--- src/rtl/img_arb_pkg.sv ---
// Shared constants for the image read-port arbiter.
// State encoding is kept as plain 1-bit constants for legacy tools.
package img_arb_pkg;

    localparam int AW_DEF = 14;
    localparam int DW_DEF = 8;
    localparam int IMG_W  = 128;

    localparam logic [0:0] ST_ARB    = 1'b0;
    localparam logic [0:0] ST_LOCKED = 1'b1;

    // Wrap an index to the next requester modulo n.
    function automatic int wrap_inc(input int v, input int n);
        return (v + 1 >= n) ? 0 : v + 1;
    endfunction

endpackage

--- src/rtl/img_rd_arbiter_rr_pick.sv ---
// Rotating priority encoder: first set request at or after i_start,
// wrapping modulo N. Returns one-hot grant, its index and a found flag.
module rr_pick
    import img_arb_pkg::*;
#(
    parameter int N  = 2,
    parameter int IW = 1
) (
    input  logic [N-1:0]  i_req,
    input  logic [IW-1:0] i_start,
    output logic [N-1:0]  o_gnt,
    output logic [IW-1:0] o_idx,
    output logic          o_any
);

    logic [IW-1:0] w_c;

    always_comb begin
        o_gnt = '0;
        o_idx = '0;
        o_any = 1'b0;
        w_c   = i_start;
        for (int k = 0; k < N; k++) begin
            if (!o_any && i_req[w_c]) begin
                o_any      = 1'b1;
                o_idx      = w_c;
                o_gnt[w_c] = 1'b1;
            end
            w_c = IW'(wrap_inc(int'(w_c), N));
        end
    end

endmodule

--- src/rtl/img_rd_arbiter.sv ---
// Round-robin arbiter sharing one 1-cycle-latency image read port
// between N_REQ requesters, with optional bounded burst lock.
module img_rd_arbiter
    import img_arb_pkg::*;
#(
    parameter int N_REQ     = 2,
    parameter int AW        = AW_DEF,
    parameter int DW        = DW_DEF,
    parameter int MAX_BURST = 9
) (
    input  logic                clk,
    input  logic                reset,
    input  logic [N_REQ-1:0]    req,
    input  logic [N_REQ-1:0]    lock,
    input  logic [N_REQ*AW-1:0] addr_in,
    output logic [N_REQ-1:0]    gnt,
    output logic [N_REQ-1:0]    rvalid,
    output logic [DW-1:0]       rdata,
    output logic [AW-1:0]       iaddr,
    input  logic [DW-1:0]       idata,
    output logic                busy
);

    localparam int IW = $clog2(N_REQ);

    logic [0:0]       r_state;
    logic [IW-1:0]    r_ptr;
    logic [IW-1:0]    r_owner;
    logic [3:0]       r_cnt;
    logic [AW-1:0]    r_iaddr;
    logic [N_REQ-1:0] r_rvalid;

    logic [0:0]       w_state_n;
    logic [IW-1:0]    w_ptr_n;
    logic [IW-1:0]    w_owner_n;
    logic [3:0]       w_cnt_n;

    logic [IW-1:0]    w_owner_nxt;
    logic [IW-1:0]    w_start;
    logic             w_hold;
    logic [N_REQ-1:0] w_owner_oh;
    logic [N_REQ-1:0] w_pick_gnt;
    logic [IW-1:0]    w_pick_idx;
    logic [IW-1:0]    w_pick_nxt;
    logic             w_pick_any;
    logic [IW-1:0]    w_idx;
    logic [AW-1:0]    w_addr;
    logic             w_acc;
    logic [3:0]       w_cnt_inc;
    logic             w_force;
    logic             w_lock_new;

    assign w_owner_nxt = IW'(wrap_inc(int'(r_owner), N_REQ));
    assign w_pick_nxt  = IW'(wrap_inc(int'(w_pick_idx), N_REQ));
    assign w_hold      = (r_state == ST_LOCKED) && req[r_owner];
    // A dropped lock searches from just past the old owner.
    assign w_start     = (r_state == ST_LOCKED) ? w_owner_nxt : r_ptr;
    assign w_owner_oh  = N_REQ'(1) << r_owner;

    rr_pick #(
        .N  (N_REQ),
        .IW (IW)
    ) u_pick (
        .i_req   (req),
        .i_start (w_start),
        .o_gnt   (w_pick_gnt),
        .o_idx   (w_pick_idx),
        .o_any   (w_pick_any)
    );

    always_comb begin
        gnt = '0;
        if (reset) begin
            gnt = w_hold ? w_owner_oh : w_pick_gnt;
        end
    end

    assign w_acc      = |gnt;
    assign w_idx      = w_hold ? r_owner : w_pick_idx;
    assign w_cnt_inc  = r_cnt + 4'd1;
    assign w_force    = (w_cnt_inc >= 4'(MAX_BURST));
    assign w_lock_new = lock[w_pick_idx] && (MAX_BURST > 1);

    always_comb begin
        w_addr = '0;
        for (int i = 0; i < N_REQ; i++) begin
            if (w_idx == IW'(i)) begin
                w_addr = addr_in[i*AW +: AW];
            end
        end
    end

    always_comb begin
        w_state_n = r_state;
        w_ptr_n   = r_ptr;
        w_owner_n = r_owner;
        w_cnt_n   = r_cnt;
        if (w_hold) begin
            if (!lock[r_owner] || w_force) begin
                w_state_n = ST_ARB;
                w_ptr_n   = w_owner_nxt;
                w_cnt_n   = '0;
            end else begin
                w_cnt_n = w_cnt_inc;
            end
        end else begin
            w_state_n = ST_ARB;
            w_cnt_n   = '0;
            w_ptr_n   = w_start;
            if (w_pick_any) begin
                if (w_lock_new) begin
                    w_state_n = ST_LOCKED;
                    w_owner_n = w_pick_idx;
                    w_cnt_n   = 4'd1;
                end else begin
                    w_ptr_n = w_pick_nxt;
                end
            end
        end
    end

    always_ff @(posedge clk or negedge reset) begin
        if (!reset) begin
            r_state  <= ST_ARB;
            r_ptr    <= '0;
            r_owner  <= '0;
            r_cnt    <= '0;
            r_iaddr  <= '0;
            r_rvalid <= '0;
        end else begin
            r_state  <= w_state_n;
            r_ptr    <= w_ptr_n;
            r_owner  <= w_owner_n;
            r_cnt    <= w_cnt_n;
            r_rvalid <= gnt;
            if (w_acc) begin
                r_iaddr <= w_addr;
            end
        end
    end

    assign iaddr  = r_iaddr;
    assign rvalid = r_rvalid;
    assign rdata  = idata;
    assign busy   = (r_state == ST_LOCKED) | (|r_rvalid) | (|(req & gnt));

endmodule

--- config.mk ---
export PLATFORM = sky130hd
export DESIGN_NAME = img_rd_arbiter
export DESIGN_NICKNAME = d
export VERILOG_FILES = /design/src/rtl/img_arb_pkg.sv /design/src/rtl/img_rd_arbiter_rr_pick.sv /design/src/rtl/img_rd_arbiter.sv
export SDC_FILE = /design/constraint.sdc
export NUM_CORES = 1
export LEC_CHECK = 0
export CAP_MARGIN = 20
export CORE_UTILIZATION = 37
export CTS_CLUSTER_SIZE = 10
export DETAILED_ROUTE_END_ITERATION = 6
export GPL_ROUTABILITY_DRIVEN = 0
export PLACE_DENSITY = 0.76
export SETUP_SLACK_MARGIN = 0.1
export SLEW_MARGIN = 0
export SYNTH_ARGS = -nofsm -noshare
export SYNTH_HDL_FRONTEND = slang
export SYNTH_HIERARCHICAL = 1
export SYNTH_SLANG_ARGS = --single-unit
--- constraint.sdc ---
create_clock -name clk -period 2.3 [get_ports clk]
set_input_delay 0.69 -clock clk [delete_from_list [all_inputs] [get_ports clk]]
set_output_delay 0.69 -clock clk [all_outputs]
set_load 0.02 [all_outputs]
==> results.yml <==
route:
  num_vias: 1104
  post_drt_via_cell_ratio: 4.74
  wl_per_cell_um: 13.2
  routed_wl_um: 3080
  drcViolationCount: 0
  drt_iter0_drc: 39
  drt_pre_antenna_iters: 2
  antenna_left: 0
floorplanning:
  die-area_um2: 4200
  core_um2: 3720
  pin_count: 69
  die_w_um: 64.8
  die_h_um: 64.8
  start_util_pct: 39.3
  num_rows: 22
global_routing:
  grt_max_degree: 23
  use_met1_pct: 18.8
  gr-total-overflow: 0
  busiest_layer: "met2"
  grt_pass1_vias: 1174
  gr-usage-met3_pct: 2.64
  grtUsageTotal_pct: 15.6
  gr-usage-met2_pct: 28.0
  grt_pass1_wl_um: 5090
  antenna_found_initial: 0
yosys:
  syn_avg_cell_area_um2: 12.7
  synth-compound-area-share_pct: 10.7
  yosys-top-cells-area: "dfrtp_1, mux2_4, mux2_2"
  synthTopCellsByCount: "dfrtp_1, mux2_4, mux2_2, buf_4, inv_1"
  synth_xor_xnor_area_share_pct: 1.20
  yosysWarnings: 6
  synth_top_family_by_area: "multiplexers"
  synthMuxAreaShare_pct: 31.2
  syn_inst: 115
  synth_edf_count: 0
  yosysTopAreaCell: "dfrtp_1"
  netlist.area_leader.share_pct: 39.4
  async_flop_share_pct: 100
  synth-main-ff-cell: "dfrtp_1"
  syn-num-nets: 159
  synth_fa_ha_area_share_pct: 1.71
  synth.most_common_cell: "dfrtp_1"
  yosysSeqAreaShare_pct: 39.4
  synthDistinctLibCells: 37
  yosys.area_share.simple_pct: 6.93
  synth-seq-cells: 23
  syn-cell-area_um2: 1460
setup_path:
  crit_required_ns: 1.61
  path_class: "reg -> out"
  reg2reg_slack_ns: 0.20
  path_max_fanout: 3
  worstPathArrival_ns: 1.96
  cp-end-kind: "output pin"
  critPathLaunchType: "flop"
placement:
  pre_cts_ws_ns: -1.22
  io_buffers: 52
  hpwl_um: 2390
  dp_cells: 221
timing:
  rsz0062_at_grt: "yes"
  layout_min_cycle_time_ns: 2.65
  setup_ws_ns: -0.349
  report.final.slew_viol_count: 0
  post-route-period-util_pct: 115
  slew_headroom_pct: 64.8
  worst_pin_slew_ns: 0.527
  setup_viol: 3
  fmax_mhz: 377
  hold_viol_final: 0
  fin_skew_ns: 0.00930
cts:
  clk_pin_slew_ns: 0.09
  insertion_delay_ns: 0.26
  cts_made_buffers: 3
  clock_path_buffers: 2
  htree_num_levels: 1
  cts_num_sinks: 23
  cts_hold_buffers: 0
  clock-root-buffer: "clkbuf_8"
  cts_tree: "built"
final_layout:
  fin_nets: 230
  layout-drive-gt1-share_pct: 44.3
  fin_cells: 233
  diodes: 0
  fin_util_pct: 60.5
  areaGrowthSynthToFinish_pct: 53.8
power:
  ir_worst_vdd_mv: 0.644
  p_clk_share_pct: 9.8
  p_leak_nw: 1.03
  switching_share_pct: 34.9
  p_int_mw: 1.64
  power_frac_comb_pct: 63.1
  switchingPower_mw: 0.880
  seqPwrFrac_pct: 27.0
  powerDensity_nw_per_um2: 1120
hold_path:
  hold_class: "reg -> reg"
job:
  maxCapViolations: 0
outcome:
  status: "finished, violations left"
  failed_checks: "negative setup slack"
[cells in the final DEF (no fill, tap or decap), types with 3 or more instances in the layout]
cell type	n
buf_4	25
buf_6	4
clkbuf_8	3
clkdlybuf4s50_1	46
dfrtp_1	22
inv_1	5
mux2_2	12
mux2_4	20
nand2_1	3
nor2_1	4
[layer usage]
| metal | vias to the layer above | part of all wire (%) |
|---|---|---|
| met5 | - | 0 |
| met4 | 0 | 0.45 |
| met2 | 41 | 51 |
| met1 | 522 | 43 |
| met3 | 4 | 5.6 |
| li1 | 537 | - |
[cell type report]
class,instances,area [um^2]
clock buffer,3,41.3
tap,48,60.1
sequential,23,577
multi-input combinational,74,800
timing repair buffer,78,742
clock inverter,1,5.00
inverter,6,22.5
fill,298,1470
[state kept, by name, indices dropped and copies added, names as in the netlist]
name,count
r_owner,1
r_state,1
r_cnt,4
iaddr,14
r_ptr,1
rvalid,2
[stage by stage]
step | area (um^2) | total power, mW | TNS (ns) | hold WS (ns)
global placement | 2100 | 2.09 | -11.28 | 0.492
global route | 2250 | 2.66 | -0.782 | 0.534
floorplan | 1470 | 1.57 | -1.97 | 0.394
detailed placement | 2100 | 2.12 | -12.63 | 0.498
finish | 2250 | 2.52 | -0.576 | 0.512
CTS | 2220 | 2.50 | -0.629 | 0.518
[power by group through the flow]
stage	clock [mW]	sequential (mW)	combinational, mW
final	0.248	0.681	1.59
after CTS	0.257	0.677	1.57
after detailed placement	0	0.674	1.45
after global placement	0	0.673	1.41
after floorplan	0	0.828	0.739
after global routing	0.273	0.704	1.68
[critical path, stage by stage (launching register included)]
cell and delay [ns]:
dfrtp_2 0.44, nand2b_4 0.08, o21ai_2 0.07, inv_2 0.08, a21boi_4 0.06, a21o_1 0.16
a22oi_2 0.13, and2b_2 0.24, a221o_1 0.30, buf_6 0.14
[what timing repair did]
| action | 4_1_cts | 5_1_grt |
|---|---|---|
| endpoints found under the setup margin | 21 | 15 |
| buffers inserted | 8 | 1 |
| resized for setup | 37 | 4 |
| pin swaps | 1 | 1 |
[final timing paths]
kind / from / to / depth (start not counted)
min in group asynchronous: reset / rvalid[0] / 2
min: iaddr[9] / iaddr[9] / 1
min reg2reg: iaddr[9] / iaddr[9] / 1
max in group asynchronous: reset / r_state / 2
max: r_state / busy / 9
max reg2reg: r_state / iaddr[3] / 8
[cell families after synthesis]
logic type | count (synthesis)
buf+inv | 18
fa+ha+maj | 2
flops | 23
compound gates | 17
xor+xnor | 2
simple gates | 19
mux | 34
Note: power is estimated with default switching activity, not from simulation.
